File: src/rtl/mul_issue_ctrl.sv
// mul_issue_ctrl: issue-side sequencer for the shared 3-cycle signed 32x32
// multiplier. Accepts one RV32M multiply per cycle, carries a sideband pipe
// aligned with the multiplier, applies the unsigned high-word correction and
// buffers results in a credited in-order FIFO so writeback can stall freely.
module mul_issue_ctrl #(
  parameter int TAG_W        = 5,
  parameter int RESULT_DEPTH = 5
) (
  input  logic             clk,
  input  logic             rst,
  input  logic             req_valid,
  output logic             req_ready,
  input  logic [1:0]       req_op,
  input  logic [31:0]      req_rs1,
  input  logic [31:0]      req_rs2,
  input  logic [TAG_W-1:0] req_tag,
  input  logic             flush,
  output logic             resp_valid,
  input  logic             resp_ready,
  output logic [31:0]      resp_data,
  output logic [TAG_W-1:0] resp_tag,
  output logic             mul_en,
  output logic [31:0]      mul_rs1,
  output logic [31:0]      mul_rs2,
  input  logic [31:0]      mul_lo,
  input  logic [31:0]      mul_hi,
  input  logic             mul_valid,
  output logic             busy
);

  localparam int STAGES = 3;
  localparam int PTR_W  = (RESULT_DEPTH > 1) ? $clog2(RESULT_DEPTH) : 1;
  localparam int CNT_W  = $clog2(RESULT_DEPTH + 1);

  typedef enum logic [1:0] {
    OP_MUL    = 2'b00,
    OP_MULH   = 2'b01,
    OP_MULHSU = 2'b10,
    OP_MULHU  = 2'b11
  } op_e;

  // Sideband carried next to each op while the multiplier works on it.
  typedef struct packed {
    logic             killed;
    logic [1:0]       op;
    logic [TAG_W-1:0] tag;
    logic [31:0]      a;
    logic [31:0]      b;
  } sb_t;

  typedef struct packed {
    logic [31:0]      data;
    logic [TAG_W-1:0] tag;
  } res_t;

  // Stage 0 is the accept itself (combinational); stages 1..3 are registers.
  logic [STAGES:1]  vld_q;
  logic [STAGES:0]  vld_pipe;
  sb_t              sb_s0;
  sb_t              sb_q [STAGES:1];
  sb_t              sb_d [STAGES:1];
  sb_t              s3;

  logic [CNT_W-1:0] inflight_cnt;
  logic [CNT_W-1:0] fifo_cnt;
  logic [CNT_W:0]   credit_used;
  logic [PTR_W-1:0] wr_ptr, rd_ptr;
  res_t             mem [RESULT_DEPTH];
  res_t             head;

  logic             accept, push, pop;
  logic [31:0]      res_data;
  logic [1:0]       arm_cnt;

  function automatic logic [PTR_W-1:0] ptr_inc(input logic [PTR_W-1:0] p);
    return (p == PTR_W'(RESULT_DEPTH - 1)) ? '0 : p + 1'b1;
  endfunction

  // Credits cover every op from accept until its result is popped, so a
  // stage-3 result always has a FIFO slot waiting for it.
  assign credit_used = {1'b0, inflight_cnt} + {1'b0, fifo_cnt};
  assign req_ready   = !rst && !flush && (credit_used < (CNT_W+1)'(RESULT_DEPTH));
  assign accept      = req_valid && req_ready;

  assign mul_en  = accept;
  assign mul_rs1 = req_rs1;
  assign mul_rs2 = req_rs2;

  assign vld_pipe = {vld_q, accept};
  assign s3       = sb_q[STAGES];

  // Stage-0 sideband built straight from the request.
  always_comb begin
    sb_s0        = '0;
    sb_s0.killed = 1'b0;
    sb_s0.op     = req_op;
    sb_s0.tag    = req_tag;
    sb_s0.a      = req_rs1;
    sb_s0.b      = req_rs2;
  end

  // Next sideband stages: shift by one, flush marks everything killed.
  always_comb begin
    sb_d[1]        = sb_s0;
    sb_d[1].killed = sb_s0.killed | flush;
    for (int i = 2; i <= STAGES; i++) begin
      sb_d[i]        = sb_q[i-1];
      sb_d[i].killed = sb_q[i-1].killed | flush;
    end
  end

  // Valid shift register; the only sideband state that needs reset.
  always_ff @(posedge clk) begin
    if (rst) vld_q <= '0;
    else     vld_q <= vld_pipe[STAGES-1:0];
  end

  // Sideband payload, meaningful only where the matching valid is set.
  always_ff @(posedge clk) begin
    sb_q <= sb_d;
  end

  // Multiplier returns the signed high word; fold in the operand terms that
  // turn it into the signed*unsigned or unsigned*unsigned high word.
  always_comb begin
    res_data = mul_lo;
    case (op_e'(s3.op))
      OP_MUL:    res_data = mul_lo;
      OP_MULH:   res_data = mul_hi;
      OP_MULHSU: res_data = mul_hi + (s3.b[31] ? s3.a : 32'd0);
      OP_MULHU:  res_data = mul_hi + (s3.a[31] ? s3.b : 32'd0)
                                   + (s3.b[31] ? s3.a : 32'd0);
      default:   res_data = mul_lo;
    endcase
  end

  // A flush in the same cycle drops the stage-3 result instead of pushing it.
  assign push = vld_q[STAGES] && !s3.killed && !flush;
  assign pop  = resp_valid && resp_ready;

  // In-flight count: killed ops keep their credit until they leave stage 3.
  always_ff @(posedge clk) begin
    if (rst) begin
      inflight_cnt <= '0;
    end else begin
      case ({accept, vld_q[STAGES]})
        2'b10:   inflight_cnt <= inflight_cnt + 1'b1;
        2'b01:   inflight_cnt <= inflight_cnt - 1'b1;
        default: inflight_cnt <= inflight_cnt;
      endcase
    end
  end

  // FIFO control: pointers and occupancy; flush empties it in one cycle.
  always_ff @(posedge clk) begin
    if (rst || flush) begin
      wr_ptr   <= '0;
      rd_ptr   <= '0;
      fifo_cnt <= '0;
    end else begin
      if (push) wr_ptr <= ptr_inc(wr_ptr);
      if (pop)  rd_ptr <= ptr_inc(rd_ptr);
      case ({push, pop})
        2'b10:   fifo_cnt <= fifo_cnt + 1'b1;
        2'b01:   fifo_cnt <= fifo_cnt - 1'b1;
        default: fifo_cnt <= fifo_cnt;
      endcase
    end
  end

  // FIFO storage; contents need no reset since the outputs are gated.
  always_ff @(posedge clk) begin
    if (push) mem[wr_ptr] <= '{data: res_data, tag: s3.tag};
  end

  assign head       = mem[rd_ptr];
  assign resp_valid = (fifo_cnt != '0);
  assign resp_data  = resp_valid ? head.data : 32'd0;
  assign resp_tag   = resp_valid ? head.tag  : '0;
  assign busy       = (inflight_cnt != '0) || (fifo_cnt != '0);

  // Counts cycles since reset release; the multiplier's own valid stages
  // are unreset, so its mul_valid is only trusted once this saturates.
  always_ff @(posedge clk) begin
    if (rst)                  arm_cnt <= 2'd0;
    else if (arm_cnt != 2'd3) arm_cnt <= arm_cnt + 2'd1;
  end

  a_mul_valid_align: assert property (@(posedge clk)
    (!rst && arm_cnt == 2'd3) |-> (vld_q[STAGES] == mul_valid));

  a_fifo_no_overflow: assert property (@(posedge clk) disable iff (rst)
    !(push && !pop && fifo_cnt == CNT_W'(RESULT_DEPTH)));

  a_fifo_no_underflow: assert property (@(posedge clk) disable iff (rst)
    !(pop && fifo_cnt == '0));

endmodule

File: config.mk
export PLATFORM = sky130hd
export DESIGN_NAME = mul_issue_ctrl
export DESIGN_NICKNAME = d
export VERILOG_FILES = /design/src/rtl/mul_issue_ctrl.sv
export SDC_FILE = /design/constraint.sdc
export NUM_CORES = 1
export LEC_CHECK = 0
export CORE_MARGIN = 3
export CORE_UTILIZATION = 38
export CTS_CLUSTER_DIAMETER = 120
export CTS_CLUSTER_SIZE = 14
export DETAILED_ROUTE_END_ITERATION = 16
export SETUP_SLACK_MARGIN = 0.15
export SLEW_MARGIN = 20
export SYNTH_ARGS = -nofsm -noshare
export SYNTH_HDL_FRONTEND = slang
export SYNTH_SLANG_ARGS = --single-unit
File: constraint.sdc
create_clock -name clk -period 13.75 [get_ports clk]
set_input_delay 3.4375 -clock clk [delete_from_list [all_inputs] [get_ports clk]]
set_output_delay 3.4375 -clock clk [all_outputs]
set_load 0.005 [all_outputs]
==> run metrics <==
cts hold-fix bufs=0; Final Power=2670 uW; root buf cell=clkbuf_16; VDD IR max=~0.000098 V; clock latency at the later pin of the worst-skew pair=between 0.5 and 0.6 ns; commonest non-fill, non-tap cell in the layout=clkdlybuf4s50_1; grt total ovfl=0; Syn-to-layout area delta=20.8%; arrival time worst endpoint=roughly 5.8 ns; PwrDens=125 nW/um^2; EDFF count, synth=185; layout cells sized above 1=a little under a tenth; Vias/cell=about 5.0; Post-DP HPWL=29200 microns; Syn Inst Count=approximately 1.3k; ranking of synthesized cells by area=edfxtp_1 31%, dfxtp_1 27%, mux4_2 7.5%, ha_1 5.0%, fa_1 4.1%; final setup TNS=0 ns; element type at the critical path end=output port; relative max-transition margin=about 28%; Startpoint Class=input pin; Max Cap Violations=0; CTS tree=built; final WL=slightly above 40000 microns; via count=about 11k; # H-tree levels=2; most frequent cells in the layout=244 x clkdlybuf4s50_1, 230 x dfxtp_1, 185 x edfxtp_1; drt pass-1 iters=5; Synth Flop Type=dfxtp_1; DR WL/cell=a little under 20 microns; input/output buffers=around 240; I/O pin count=246; DRC viols=0; Setup CP Type=in -> out; # nets final=1743; fin crit share=approximately two thirds; Synth Net Count=roughly 1.6k; top cell type's share of synthesized area=31.5%; Starting Density=roughly 39%; yosys warns=0; Post-CTS Resized=0; status=completed; critical path peak fanout=10; Worst Max-Slew Pin Slew=~1.1 ns; post-synth top area cell=edfxtp_1; pre-CTS WS=~4.5 ns; row count=roughly 80; die area=just under 50000 sq um; final setup fails=0; CTS Buf Count=35; vias in the first global route=around 11k; Clock Pin Slew Worst Setup and Hold Paths=about 0.07 ns; type of the worst min-delay path=reg -> reg; DRT antenna net count=0; largest net degree at the start of global routing=43; worst endpoint required time=10.31 ns; post-synthesis cell area=17700 sq um; first-pass GRT wire length=roughly 63000 microns; gr usage total=around 16%; Fin. Hold Viols=0; post-layout min period=about 9 ns; post-synthesis register bit count=approximately 420; TritonCTS Sinks=approximately 420; post-synthesis sequential area ratio=approximately three fifths; Die Wd=222 microns; final worst-path setup slack=4.56 ns; final clock skew=0.0266 ns; FFs w/ async S/R, synth=0%; initial antenna violation count=2; maximum clock insertion buffer count=3; fin. max-slew vios=0; Setup Fix Bufs, Post-CTS=0; Leak=0.00787 uW; DRT iter0 DRCs=about 540; Netlist cell types=68; R2R setup slack=around 9 ns; height of the die=222 microns; fmax=approximately 0.11 GHz; Core Footprint=approximately 46000 sq um; RSZ-0062 raised after global routing=false; GP Congestion=0.815; Syn Area/Cell=about 13 sq um
[path summary, 6_finish.rpt]
| check | start | to | cells past startpoint |
|---|---|---|---|
| max reg2reg | s3[31] | mem[1][32] | 14 |
| min | sb_d[106] | sb_d[178] | 0 |
| max | rst | mul_en | 5 |
| min reg2reg | sb_d[106] | sb_d[178] | 0 |
[cell type report]
class / count / area, sq um
antenna: 2 / 5.00
clock buffer: 51 / 957
clock inverter: 2 / 25.0
fill: 4103 / 24300
inverter: 31 / 116
multi-input combinational: 752 / 6690
sequential: 419 / 10200
tap: 600 / 751
timing repair buffer: 257 / 2540
[flip-flops by register name (all words and copies together), names as in the netlist, named ones only]
name	cells
fifo_cnt	3
inflight_cnt	3
mem	185
rd_ptr	3
s3	72
sb_d	142
sb_q	2
vld_q	3
wr_ptr	3
[where the power goes]
part | internal (uW) | total, uW | switching [uW] | leakage, uW
clock | 482 | 900 | 418 | 0.000473
sequential | 1360 | 1370 | 8.66 | 0.00363
combinational | 187 | 400 | 213 | 0.00377
total | 2030 | 2670 | 639 | 0.00787
[cell usage after synthesis, types with 37 or more instances]
master      n
o21ai_0    38
and2_1     68
ha_1       70
nand2_1    37
mux2i_1    41
edfxtp_1  185
nor2_1     83
xnor2_1    37
a21oi_1    76
mux4_2     59
dfxtp_1   234
buf_4      64
[per-stage QoR]
stage | hold slack (ns) | cells | util (%) | instance area, sq um
2_1_floorplan | 0.310 | 1309 | - | 17700
3_3_place_gp | 0.312 | 2059 | 44.5 | 20300
3_5_place_dp | 0.312 | 2059 | 44.5 | 20300
4_1_cts | 0.306 | 2112 | 46.7 | 21300
5_1_grt | 0.314 | 2113 | 46.7 | 21300
6_report | 0.306 | 2114 | 46.7 | 21300
[worst max-delay path, stage by stage]
cell	delay, ns
clkdlybuf4s50_1	0.51
or2_2	0.43
a2111oi_0	0.64
and2_1	0.24
clkdlybuf4s50_1	0.50
[routing by layer]
metal / vias to the layer above / GRT usage [%] / part of all wire (%)
met2: 269 / 27.3 / 47
met3: 52 / 2.85 / 5.1
met1: 5172 / 22.1 / 45
met5: - / 0 / 0.027
met4: 2 / 5.14 / 2.4
li1: 5086 / - / -
[cells by family (layout without fill, tap and decap cells)]
logic type	count (synthesis)	in the layout	synth area share [%]
mux	102	102	9.98
buf+inv	138	341	4.29
flops	419	419	58.0
xor+xnor	57	57	2.83
fa+ha+maj	106	106	9.04
other cells	0	2	0
compound gates	233	233	8.60
simple gates	254	254	7.25
No activity file was read; power rests on OpenSTA's default activity.
==> edit: new RTL, same settings <==
Set the localparam `STAGES` to 2 (it was 3).
--- a/src/rtl/mul_issue_ctrl.sv
+++ b/src/rtl/mul_issue_ctrl.sv
@@ -30,3 +30,3 @@
 
-  localparam int STAGES = 3;
+  localparam int STAGES = 2;
   localparam int PTR_W  = (RESULT_DEPTH > 1) ? $clog2(RESULT_DEPTH) : 1;
Check against the original RTL: not equivalent (a bounded check fails within 4 cycles, from zero or initial values and one cycle with rst high).
==> edit against the unedited design <==
- area after synthesis decreased by 7.4%
- worst setup slack got worse by 0.014 ns
- power decreased by 14%
- sequential cell count decreased by 73
- sequential power decreased by 17%
- wire length decreased by 3.9%
- count of clock-buffer cells in the layout decreased by 4
- design area decreased by 7.4%
- critical path type unchanged
- largest power group unchanged
==> edit: results (changes against the unedited design) <==
Setup path
The maximum fanout along the worst path came to 10 (unchanged). The cell depth of the worst flop-to-flop path was 13 (was 14). The slowest cell on the critical path was a2111oi_0 (unchanged). The largest stage delay on the critical path is 0.67 ns (was 0.64 ns). The cell family with the largest share of critical-path delay is buffers and inverters (unchanged). The endpoint arrival time on the critical path came to 5.77 ns (was 5.76 ns).

Finish
The top register by number of flip-flops is mem (unchanged). The share of layout cells above drive strength 1 is 9.072% (was 9.259%). The flip-flop count of the largest register, all copies and words added is 185 (unchanged). The total number of nets in the final design was 1,685 (was 1,743).

CTS
The cell at the root of the clock tree is clkbuf_16 (unchanged). The maximum clock insertion buffer count is 3 (unchanged). The number of buffers added for setup after CTS was 0 (unchanged). The number of H-tree levels is 1 (was 2). The count of cells resized by post-cts repair came to 0 (unchanged). The source-to-sink clock delay at the later pin of the worst-skew pair came to 0.57 ns (was 0.55 ns). The number of CTS-inserted buffers came to 28 (was 35). The clock transition time at the flip-flop clock pins of the worst setup and hold paths came to 0.07 ns (about the same).

Drt
The detailed-route vias per instance is 5.109 (was 5.005). The starting DRC count in detailed routing is 456 (was 542). The routed wire length is 39,220 um (was 40,800 um). The number of iterations in the first detailed-routing pass came to 6 (was 5).

The number of nets still failing antenna checks after routing came to 0 (unchanged).

Power
The static leakage is 7.253 nW (was 7.869 nW). The share of total power in sequential cells came to 49.9% (was 51.2%). The maximum resistive drop on vdd is 70.63 uV (was 98.35 uV). The clock network fraction of design power is 32.5% (was 33.8%).

The switching power share of the total is 24.83% (was 23.99%). The sequential-cell power consumption is 0.00114 W (was 0.00137 W).

Placed design
The worst setup slack before clock tree synthesis is 4.485 ns (was 4.537 ns). The HPWL reported at the end of detailed placement came to 28,080 um (was 29,160 um). The weighted congestion at the end of routability-driven global placement came to 0.8624 (was 0.8150). The count of buffers from port buffering is 244 (unchanged).

Status
Run status: finished, final reports clean (unchanged).

Synth
The sequential share of the synthesized area is 53.68% (was 58.00%). The share of async-settable or async-resettable flops after synthesis is 0% (unchanged). Post-synth top cells: 185 x edfxtp_1, 161 x dfxtp_1, 77 x nor2_1, 70 x ha_1, 69 x a21oi_1 (was 234 x dfxtp_1, 185 x edfxtp_1, 83 x nor2_1, 76 x a21oi_1, 70 x ha_1).

The number of enable flip-flop cells after synthesis is 185 (unchanged). The post-synthesis net count is 1,506 (was 1,556). The count of synthesis-stage warnings from yosys is 0 (unchanged). Cell types with the largest area share after synthesis: edfxtp_1 34%, dfxtp_1 20%, mux4_2 8.0% (was edfxtp_1 31%, dfxtp_1 27%, mux4_2 7.5%). The number of different library cells in the post-synthesis netlist came to 70 (was 68).

Timing
The slew of the pin with the lowest slew margin came to 1.078 ns (about the same). The setup clock skew after layout is 0.01955 ns (was 0.02656 ns).

Global route
The initial antenna violation count was 1 (was 2). The global routing usage summed across all routing layers was 17.10% (was 16.42%). The number of global-route vias before repair came to 10,490 (was 10,890).

The pin count of the biggest net entering global routing is 43 (unchanged). The first-pass GRT wire length is 60,120 um (was 62,750 um).

Min path
The number of cells on the worst hold path is 0 (unchanged). The kind of path behind the tightest hold check is register to register (unchanged).
==> edit: cell types whose count changed after synthesis, moves of 5 or more <==
cell	change
a211o_1	+5
nand2b_1	+7
a21oi_1	-7
nor3_1	+12
a21o_1	-7
mux2i_1	+5
o21ai_1	+5
nand2_1	+7
clkbuf_1	-5
dfxtp_1	-73
nor2_1	-6
==> edit: worst paths after layout <==
check | start | endpoint | slack (ns)
hold / removal | sb_d[141] | s3[69] | 0.32
hold reg to reg | sb_d[141] | s3[69] | 0.32
setup / recovery | rst | mul_en | 4.54
setup reg to reg | s3[31] | mem[4][34] | 8.97
==> edit: through the flow <==
| step | utilization [%] | hold slack [ns] | cells | cell area [um2] |
|---|---|---|---|---|
| after floorplan | - | 0.3096 | 1259 | 16350 |
| after global placement | 44.85 | 0.3118 | 1947 | 18940 |
| after detailed placement | 44.85 | 0.3121 | 1947 | 18940 |
| after CTS | 46.78 | 0.3228 | 1994 | 19750 |
| after global routing | 46.79 | 0.3268 | 1995 | 19760 |
| final | 46.79 | 0.3205 | 1995 | 19760 |
==> edit: layer usage <==
layer  wire [um]  share of wire [%]  GRT usage [%]
met3        2232                5.7          2.590
met1       18260                 47          24.36
met5           0                  0              0
met4         996                2.5          5.014
met2       17720                 45          27.35
==> edit: cells by family (layout without fill, tap and decap cells) <==
kind of cell	after synthesis	count (layout)	share of synthesized area (%)
DFF	346	346	53.68
muxes	108	108	11.08
xor gates and xnor gates	49	49	2.624
other	0	1	0
and+or+nand+nor	283	283	8.898
buffers and inverters	139	335	4.789
AOI/OAI and AO/OA	228	228	9.173
adders and majority gates	106	106	9.762
==> edit: layout make-up <==
type	instances	area [um2]
multi-input cells	774	6829
clock buffers	47	813.3
well taps	539	674.4
flip-flops and latches	346	8785
inverters	32	120.1
diodes	1	2.502
fillers	3815	22470
repair buffers	256	2532
